--- src/rtl/brick_collision.sv ---
// brick_collision
//   Tracks a ROWS x COLS brick field and checks the ball against it each
//   time the ball position changes. Two points are tested, in order: the
//   point above the ball centre and then the point below it. At most one
//   brick is destroyed for each latched position.
//
// Ports
//   pclk          in   clock; all state changes on the rising edge
//   reset         in   synchronous, active-high reset
//   x_pos, y_pos  in   ball centre position in pixels
//   collision_det out  high while the FSM is in HOLD (a brick was just hit)
//   brick_map     out  live-brick bitmap, bit = row*COLS + col
//   bricks_left   out  number of set bits in brick_map
//   score         out  bricks destroyed since reset (saturating)
//   all_cleared   out  high while bricks_left == 0
module brick_collision #(
    parameter int BALL_R       = 10,
    parameter int GRID_TOP     = 64,
    parameter int BRICK_W_LOG2 = 7,
    parameter int BRICK_H_LOG2 = 5,
    parameter int ROWS         = 4,
    parameter int COLS         = 8
) (
    input  logic                   pclk,
    input  logic                   reset,
    input  logic [11:0]            x_pos,
    input  logic [11:0]            y_pos,
    output logic                   collision_det,
    output logic [ROWS*COLS-1:0]   brick_map,
    output logic [5:0]             bricks_left,
    output logic [15:0]            score,
    output logic                   all_cleared
);
    localparam int NB   = ROWS * COLS;
    localparam int IDXW = (NB > 1) ? $clog2(NB) : 1;

    // 13-bit point arithmetic so ly + BALL_R can never wrap.
    localparam logic [12:0] R13   = 13'(BALL_R);
    localparam logic [12:0] TOP13 = 13'(GRID_TOP);
    localparam logic [12:0] BOT13 = 13'(GRID_TOP + (ROWS << BRICK_H_LOG2));
    localparam logic [12:0] GW13  = 13'(COLS << BRICK_W_LOG2);

    typedef enum logic [1:0] {IDLE, CHK_TOP, CHK_BOT, HOLD} state_t;

    state_t            state;
    logic [11:0]       lx, ly;

    logic [12:0]       py, rel, row, col;
    logic              is_top, in_grid, hit, moved;
    logic [IDXW-1:0]   idx;

    always_comb begin
        is_top  = (state == CHK_TOP);
        moved   = (x_pos != lx) || (y_pos != ly);
        py      = is_top ? ({1'b0, ly} - R13) : ({1'b0, ly} + R13);
        // A top point above pixel row 0 is simply not tested.
        in_grid = (py >= TOP13) && (py < BOT13) && ({1'b0, lx} < GW13)
                  && !(is_top && ({1'b0, ly} < R13));
        rel     = py - TOP13;
        row     = rel >> BRICK_H_LOG2;
        col     = {1'b0, lx} >> BRICK_W_LOG2;
        idx     = IDXW'(IDXW'(row) * IDXW'(COLS) + IDXW'(col));
        hit     = ((state == CHK_TOP) || (state == CHK_BOT))
                  && in_grid && brick_map[idx];
    end

    always_ff @(posedge pclk) begin
        if (reset) begin
            state         <= IDLE;
            brick_map     <= '1;
            bricks_left   <= 6'(NB);
            score         <= '0;
            collision_det <= 1'b0;
            all_cleared   <= 1'b0;
            lx            <= '0;
            ly            <= '0;
        end else begin
            if (hit) begin
                brick_map[idx] <= 1'b0;
                if (score != 16'hFFFF)
                    score <= score + 16'd1;
                if (bricks_left != 6'd0) begin
                    bricks_left <= bricks_left - 6'd1;
                    all_cleared <= (bricks_left == 6'd1);
                end
            end
            case (state)
                IDLE, HOLD: begin
                    if (moved) begin
                        lx            <= x_pos;
                        ly            <= y_pos;
                        state         <= CHK_TOP;
                        collision_det <= 1'b0;
                    end
                end
                CHK_TOP: begin
                    if (hit) begin
                        state         <= HOLD;
                        collision_det <= 1'b1;
                    end else begin
                        state <= CHK_BOT;
                    end
                end
                CHK_BOT: begin
                    if (hit) begin
                        state         <= HOLD;
                        collision_det <= 1'b1;
                    end else begin
                        state <= IDLE;
                    end
                end
                default: state <= IDLE;
            endcase
        end
    end
endmodule

--- config.mk ---
export PLATFORM = sky130hd
export DESIGN_NAME = brick_collision
export DESIGN_NICKNAME = d
export VERILOG_FILES = /design/src/rtl/brick_collision.sv
export SDC_FILE = /design/constraint.sdc
export NUM_CORES = 1
export LEC_CHECK = 0
export BUFFER_PORTS_ARGS = -buffer_cell sky130_fd_sc_hd__buf_2
export CAP_MARGIN = 20
export CORE_ASPECT_RATIO = 0.8
export CORE_MARGIN = 3
export CORE_UTILIZATION = 39
export DETAILED_ROUTE_END_ITERATION = 8
export HOLD_SLACK_MARGIN = 0.12
export SETUP_SLACK_MARGIN = 0.2
export SLEW_MARGIN = 20
export SYNTH_ARGS = -nofsm -noshare
export SYNTH_HDL_FRONTEND = slang
export SYNTH_SLANG_ARGS = --single-unit
--- constraint.sdc ---
create_clock -name pclk -period 4.15 [get_ports pclk]
set_input_delay 0.83 -clock pclk [delete_from_list [all_inputs] [get_ports pclk]]
set_output_delay 0.83 -clock pclk [all_outputs]
set_load 0.01 [all_outputs]
After elaboration in Yosys (flattened, before gate mapping) --
Index checks and enable logic that the tools add are counted.
Operators by class: add/sub/neg operators 6, $mul 0, divide/modulo/power cells 0, magnitude comparators 6, equal/unequal tests 9, shifts and indexed selects 0, multiplexer cells 12, bitwise gates (word level) 2, reduce and logical (&&, ||, !) cells 18
Operator list (count):
- AND 32 bit | 1
- inverter 32 bit | 1
- != test 12 bit | 2
- adder 16 x 1 -> 16 bit, second input constant | 1
- != test 16 bit, second input constant | 1
- adder 12 x 4 -> 13 bit, second input constant | 1
- >= comparator 13 x 7 -> 1 bit, second input constant | 1
- < comparator 13 x 8 -> 1 bit, second input constant | 1
- two-way mux 13 bit | 1
- subtractor 12 x 4 -> 13 bit, second input constant | 1
- < comparator 12 x 11 -> 1 bit, second input constant | 1
- < comparator 12 x 4 -> 1 bit, second input constant | 1
- AND reduction 2 bit | 4
- logical AND 1 bit | 7
- subtractor 7 bit, second input constant | 1
- == test 6 x 1 -> 1 bit, second input constant | 1
- < comparator 5 x 6 -> 1 bit, second input constant | 1
- one-hot mux 2 bit (3 select lines) | 1
- nonzero test 6 bit | 1
- subtractor 6 x 1 -> 6 bit, second input constant | 1
- adder 5 bit | 1
- binary-select mux 1 bit (select 5 bit) | 1
- demux 1 bit (select 5 bit) | 1
- >= comparator 5 x 1 -> 1 bit, second input constant | 1
- 11 further kinds | 19
Storage, ports and cells: flip-flop bits (word level) 82, bits in latches 0, RAM bits 0, bits in read-only memories 0, input port bits 26, logic and storage cells 61, memories 0

Depth between registers and ports, before layout --
Gate-level depths: netlist of run 1.
depth after elaboration 10, gate-level depth with buffers 20, gate-level depth less buffers 16

Worst setup path after synthesis of run 1 --
No wires, ideal clock.
path type register to register, start point reg ly[1], end point reg score[14], arrival time 3761 ps, setup slack 319 ps, cell stages (with the launch flop) 19, buffers on the path 2, cell sequence dfxtp_1 > inv_1 > ha_1 > nand2b_1 > nand2_1 > nor2_1 > a21oi_1 > xnor2_1 > ha_1 > xor2_1 > xnor2_1 > and3_1 > nor2_1 > mux2_2 > or4_1 > clkbuf_1 > clkbuf_1 > or4_1 > a21oi_1
On the way: word-level cells in the longest chain between the ends 9, elaborated cells on any way between the ends 18
RTL lines:
- start: declaration | RTL line 46 | logic [11:0] lx, ly;
- start signal: assignment | RTL line 91 | ly <= y_pos;
- parallel branches: the longest is 7 deep, another holds adder 12 x 4 -> 13 bit
- logical AND 1 bit * | RTL line 64 | && in_grid && brick_map[idx];
- AND reduction 2 bit (no line) *
- end signal: assignment | RTL line 81 | score <= score + 16'd1;
- end: declaration | RTL line 31 | output logic [15:0] score,
Every way passes the cells marked *. The select of a mux whose other input is x is not followed. A chain may end at the register's enable or synchronous reset.

Worst setup path after layout of run 1 --
start point reg ly[1], end point reg score[8]
Same word-level chain as after synthesis.

==> reports/results.txt, run 1 <==
status: finished, final reports clean
total gr overflow: 0
fin. max-slew vios: 0
nets@finish: 622
Final Cell Area: 0.00532 mm2
port buffer count: 81
CTS tree: yes
via count: 4083
R2R cell count: 16
initial antenna violation count: 0
Detail Route Antenna Nets: 0
largest buffer count on any clock path: 2
setup tns final: 0 ns
root buffer cell: clkbuf_16
Hold Vio Cnt, Final: 0
row cnt: 34
CTS sink cnt: 82
layout cells sized above 1: 24.0%
die area: 0.0126 mm2
Die Height: 101 um
Placement Cell Area: 0.00491 mm2
FFs w/ async S/R, synth: 0%
n_diodes: 0
Clock Pin Slew Worst Setup and Hold Paths: 0.06 ns
period utilisation layout: 91.4%
Rel. slew slack: 50.9%
EDFF count, synth: 0
gpl congestion: 0.864
Setup crit start kind: flip-flop
drt first-iter violations: 224
crit path max fanout: 7
syn_nets: 555
first-pass GRT wire length: 19.6 mm
clk_skew: 0.00622 ns
vias in the first global route: 3856
utilization after layout: 48.4%
Avg Inst Size Synth: 8.47 um2
most frequent cells after synthesis: 82 x dfxtp_1, 81 x nand2_1, 52 x nor2_1
CTS Buf Count: 9
CP endpoint: score[8]
count leader, synth: dfxtp_1
yosys warns: 0
Max-Cap Viols: 0
Worst-Margin Slew: 0.735 ns
Cells after Synth: 521
CP Data Required Time: 4.38 ns
FF-to-FF End: score[8]
area of the core: 0.0110 mm2
Clock Latency Late Sink: 0.34 ns
post-layout minimum cycle time: 3.79 ns
Final Total Pwr: 0.00326 W
crit path from: ly[1]
# setup viols final: 0
area leader, netlist: dfxtp_1
top cells by area, synth: dfxtp_1 37%, o31ai_1 8.0%, nand2_1 6.9%
drt total wl: 12.1 mm
Critical Path AT: 4.02 ns
total track usage: 18.8%
Post-CTS Hold Buffers: 0
Routed WL per cell: 16.4 um
RSZ-0062 raised after global routing: no
Via density: 5.55
netlist area before placement: 0.00441 mm2
placed wire-length estimate: 8.16 mm
Top FF cell, synth: dfxtp_1
synthesis-to-layout area growth: 20.5%
Seq/Total Area, Yosys: 37.2%
Die Wd: 125 um
WS Path Type: reg -> reg
CTS H-tree depth: 3
hold path start: collision_det
top-area cell type share of the netlist area: 37.2%
hold crit path type: reg -> reg
Max Clk Rate: 264 MHz
R2R Path Start: ly[1]
Initial Utilization: 40.2%
pwr dens: 613 mW/mm2
Distinct cells, synth: 51
TritonRoute pass-1 iters: 5
Leak: 2.01 nW
largest net degree at the start of global routing: 36
R2R Setup Slk: 0.36 ns
Ports: 82
CP endpoint kind: flip-flop
Peak supply drop: 310 uV
Remaining DRCs: 0
Synth Register Bits: 82
-- logic make-up after synthesis --
logic type,after synthesis,synth area share (%)
and+or+nand+nor,217,23.4
AOI/OAI and AO/OA,94,15.1
DFF,82,37.2
buffers and inverters,50,4.51
muxes,40,11.5
xor gates and xnor gates,30,5.95
adders and majority gates,8,2.27
-- state kept, by name, summed over array words and instances (netlist names) --
signal,cells
bricks_left,6
all_cleared,1
lx,12
state,2
ly,12
score,16
brick_map,32
collision_det,1
-- routing by layer --
| layer | track usage (%) | up-vias | wire, um |
|---|---|---|---|
| met5 | 0 | - | 0 |
| met4 | 5.92 | 0 | 180 |
| met3 | 4.80 | 17 | 649 |
| met2 | 30.4 | 89 | 5580 |
| met1 | 25.1 | 1962 | 5660 |
| li1 | - | 2015 | - |
-- power breakdown --
part	internal (W)	leakage, nW	switching [W]
Sequential	0.000903	0.669	0.000185
Clock	0.000462	0.138	0.000319
Combinational	0.000588	1.20	0.000804
-- worst min-delay path by stage --
stage                    end  slack, ns  cells after the start
6_report       collision_det       0.46                      2
5_1_grt        collision_det       0.46                      2
4_1_cts        collision_det       0.46                      2
3_5_place_dp   collision_det       0.45                      2
3_3_place_gp   collision_det       0.44                      2
2_1_floorplan  collision_det       0.48                      2
-- critical path: stages (launching register included) --
cell and delay [ns]:
dfxtp_4 0.38, inv_1 0.05, ha_1 0.20, nand2b_4 0.16, nand2_1 0.08, nor2_1 0.05, a21oi_2 0.12, xnor2_1 0.14
ha_2 0.20, xor2_1 0.18, xnor2_1 0.12, and3_4 0.22, or2_2 0.35, mux2i_2 0.22, a311o_2 0.50, nor4_1 0.34
mux2_2 0.37
-- through the flow --
stage / hold WS [ns] / setup slack (ns) / std cells
floorplan: 0.481 / 0.319 / 521
global placement: 0.444 / 0.193 / 717
detailed placement: 0.448 / 0.102 / 717
CTS: 0.457 / 0.242 / 733
global route: 0.465 / 0.207 / 736
finish: 0.458 / 0.357 / 736
-- cells in the final DEF, fill, tap and decap left out, drive strengths merged, types with 2 or more instances in the layout --
cell type	synthesis	final
buf	11	91
clkinv	1	4
and3	6	6
nor4	6	6
a21oi	17	17
or3	4	4
and2	3	3
nor2	52	52
a311o	2	5
o31a	2	2
nand2	81	81
nand3	12	12
xor2	20	20
inv	11	11
ha	8	8
or4b	2	2
nor2b	7	7
dfxtp	82	82
nand2b	4	4
nor3	13	13
xnor2	10	10
o211ai	2	2
clkbuf	27	10
mux2i	25	25
or2	2	2
mux2	7	7
mux4	8	8
o22a	2	2
or4	14	14
nand4	7	7
o21ai	10	10
nand3b	2	2
a311oi	2	2
o31ai	47	47
-- cell type report --
cell class | instances | area, um2
Fill cell | 1093 | 5660
Multi-Input combinational cell | 392 | 2660
Sequential cell | 82 | 1650
Timing Repair Buffer | 91 | 500
Clock buffer | 10 | 229
Tap cell | 144 | 180
Clock inverter | 5 | 56.3
Inverter | 12 | 45.0
-- what timing repair did --
action | 4_1_cts | 5_1_grt
pin swaps | 1 | 2
buffers inserted | 0 | 1
cloned | 1 | 2
resized for setup | 3 | 21
setup endpoints to repair | 48 | 54
Power figures use the tool's default switching activity.
==> run 2, diff against run 1 <==
--- a/config.mk
+++ b/config.mk
@@ -12,6 +12,7 @@
 export CORE_UTILIZATION = 39
 export DETAILED_ROUTE_END_ITERATION = 8
 export HOLD_SLACK_MARGIN = 0.12
+export REMOVE_ABC_BUFFERS = 1
 export SETUP_SLACK_MARGIN = 0.2
 export SLEW_MARGIN = 20
 export SYNTH_ARGS = -nofsm -noshare
==> run 2 against run 1 <==
Effect of this change: register-to-register slack hardly changed; die area did not move; global-route usage fell by 0.22 points; wire length up 1.4%; final cell count is 0.95% higher; critical endpoint is now score[14].
==> reports/results.txt, run 2 (synthesis results as in run 1) <==
CTS tree: yes (unchanged)
port buffer count: 81 (unchanged)
Critical Path AT: 4.04 ns (was 4.02 ns)
Clock Latency Late Sink: 0.34 ns (about the same)
GR peak layer: met2 (unchanged)
synthesis-to-layout area growth: 24.0% (was 20.5%)
vias in the first global route: 3782 (was 3856)
status: finished, final reports clean (unchanged)
Post-CTS Hold Buffers: 0 (unchanged)
post-layout minimum cycle time: 3.78 ns (was 3.79 ns)
Top Registers: brick_map: 32 flops, score: 16 flops (unchanged)
period utilisation layout: 91.2% (was 91.4%)
fin. max-slew vios: 0 (unchanged)
grt met2 use: 28.2% (was 30.4%)
Via density: 5.56 (was 5.55)
Hold Vio Cnt, Final: 0 (unchanged)
Routed WL per cell: 16.5 um (was 16.4 um)
first-pass GRT wire length: 19.3 mm (was 19.6 mm)
max reg flops: 32 (unchanged)
layout cells sized above 1: 26.4% (was 24.0%)
met3 Usage GRT: 3.90% (was 4.80%)
row cnt: 34 (unchanged)
Clock power frac: 25.3% (was 23.9%)
initial antenna violation count: 0 (unchanged)
largest net degree at the start of global routing: 56 (was 36)
Ports: 82 (unchanged)
WS Path Type: reg -> reg (unchanged)
Setup crit start kind: flip-flop (unchanged)
total gr overflow: 0 (unchanged)
drt first-iter violations: 307 (was 224)
met1 global-route usage: 26.8% (was 25.1%)
# setup viols final: 0 (unchanged)
largest buffer count on any clock path: 2 (unchanged)
via count: 4133 (was 4083)
Remaining DRCs: 0 (unchanged)
hold crit path type: reg -> reg (unchanged)
logic gate share of total power: 42.9% (was 42.7%)
nets@finish: 628 (was 622)
CP endpoint kind: flip-flop (unchanged)
Max Clk Rate: 264 MHz (about the same)
RSZ-0062 raised after global routing: no (unchanged)
leading cell types in the layout, fill and taps excluded: 81 x nand2_1, 81 x buf_2, 80 x dfxtp_1 (unchanged)
CP Data Required Time: 4.41 ns (was 4.38 ns)
Rel. slew slack: 49.5% (was 50.9%)
TritonRoute pass-1 iters: 4 (was 5)
total track usage: 18.6% (was 18.8%)
Max-Cap Viols: 0 (unchanged)
Peak supply drop: 295 uV (was 310 uV)
die area: 0.0126 mm2 (unchanged)
CTS sink cnt: 82 (unchanged)
placed insts: 719 (was 717)
CTS H-tree depth: 3 (unchanged)
post-route insts no fill: 743 (was 736)
n_diodes: 0 (unchanged)
Internal Dissipation: 0.00209 W (was 0.00195 W)
CTS Buf Count: 9 (unchanged)
area of the core: 0.0110 mm2 (unchanged)
crit path max fanout: 9 (was 7)
placed wire-length estimate: 8.17 mm (was 8.16 mm)
utilization after layout: 49.9% (was 48.4%)
Clock Pin Slew Worst Setup and Hold Paths: 0.06 ns (about the same)
drt total wl: 12.2 mm (was 12.1 mm)
Hold WS: 0.451 ns (was 0.458 ns)
sw frac: 39.0% (was 40.1%)
P_sw: 0.00134 W (was 0.00131 W)
gpl congestion: 0.837 (was 0.864)
pwr dens: 627 mW/mm2 (was 613 mW/mm2)
Most flops, register: brick_map (unchanged)
Die Height: 101 um (unchanged)
Detail Route Antenna Nets: 0 (unchanged)
Reg power frac: 31.8% (was 33.4%)
clk_skew: 0.00848 ns (was 0.00622 ns)
Leak: 2.08 nW (was 2.01 nW)
Die Wd: 125 um (unchanged)
root buffer cell: clkbuf_16 (unchanged)
Worst-Margin Slew: 0.757 ns (was 0.735 ns)
Initial Utilization: 40.2% (unchanged)
[run 2: worst paths after layout]
path	startpoint	endpoint	slack (ns)	cells after the start
max	ly[1]	score[14]	0.37	17
max reg2reg	ly[1]	score[14]	0.37	17
min reg2reg	collision_det	collision_det	0.45	2
min	collision_det	collision_det	0.45	2
[run 2: per-layer routing]
layer / vias to the layer above / routed length, um
li1: 2022 / -
met1: 1977 / 5990
met2: 126 / 5530
met3: 8 / 583
met4: 0 / 137
met5: - / 0
[run 2: through the flow]
stage | setup TNS [ns] | total power (W) | setup WS [ns] | cell area (um2)
2_1_floorplan | -0.324 | 0.00202 | -0.0761 | 4260
5_1_grt | 0 | 0.00364 | 0.191 | 5470
6_report | 0 | 0.00343 | 0.366 | 5470
3_5_place_dp | 0 | 0.00236 | 0.0710 | 4930
4_1_cts | 0 | 0.00326 | 0.222 | 5270
3_3_place_gp | 0 | 0.00233 | 0.186 | 4930
[run 2: repair_timing]
action / 4_1_cts / 5_1_grt
pin swaps: 1 / 6
setup endpoints to repair: 43 / 55
gates resized for setup: 3 / 30
gates cloned: 1 / 1
endpoints found under the hold margin: 0 / 0
buffers inserted: 0 / 6
[run 2: cell type report]
class                      count  area, um2
clock buffer                  12        246
timing repair buffer          99        583
inverter                      12       45.0
tap                          144        180
multi-input combinational    390       2690
sequential                    82       1650
fill                        1060       5500
clock inverter                 4       75.1
[run 2: power by group through the flow]
stage	Combinational (W)	Clock, W	Sequential (W)
floorplan	0.000967	0	0.00105
global placement	0.00124	0	0.00109
detailed placement	0.00126	0	0.00109
CTS	0.00130	0.000887	0.00108
global route	0.00161	0.000914	0.00112
finish	0.00147	0.000867	0.00109
[run 2: worst max-delay path, stage by stage (launching register included)]
cell and delay (ns):
dfxtp_4 0.38, inv_1 0.05, ha_1 0.18, nand2b_4 0.15, nand2_1 0.07, nor2_1 0.05
a21oi_2 0.16, xnor2_2 0.14, ha_2 0.21, xor2_2 0.17, xnor2_2 0.10, and3_4 0.22
or2_4 0.30, mux2i_2 0.20, a311o_2 0.46, buf_4 0.19, or4_1 0.50, a21oi_1 0.16
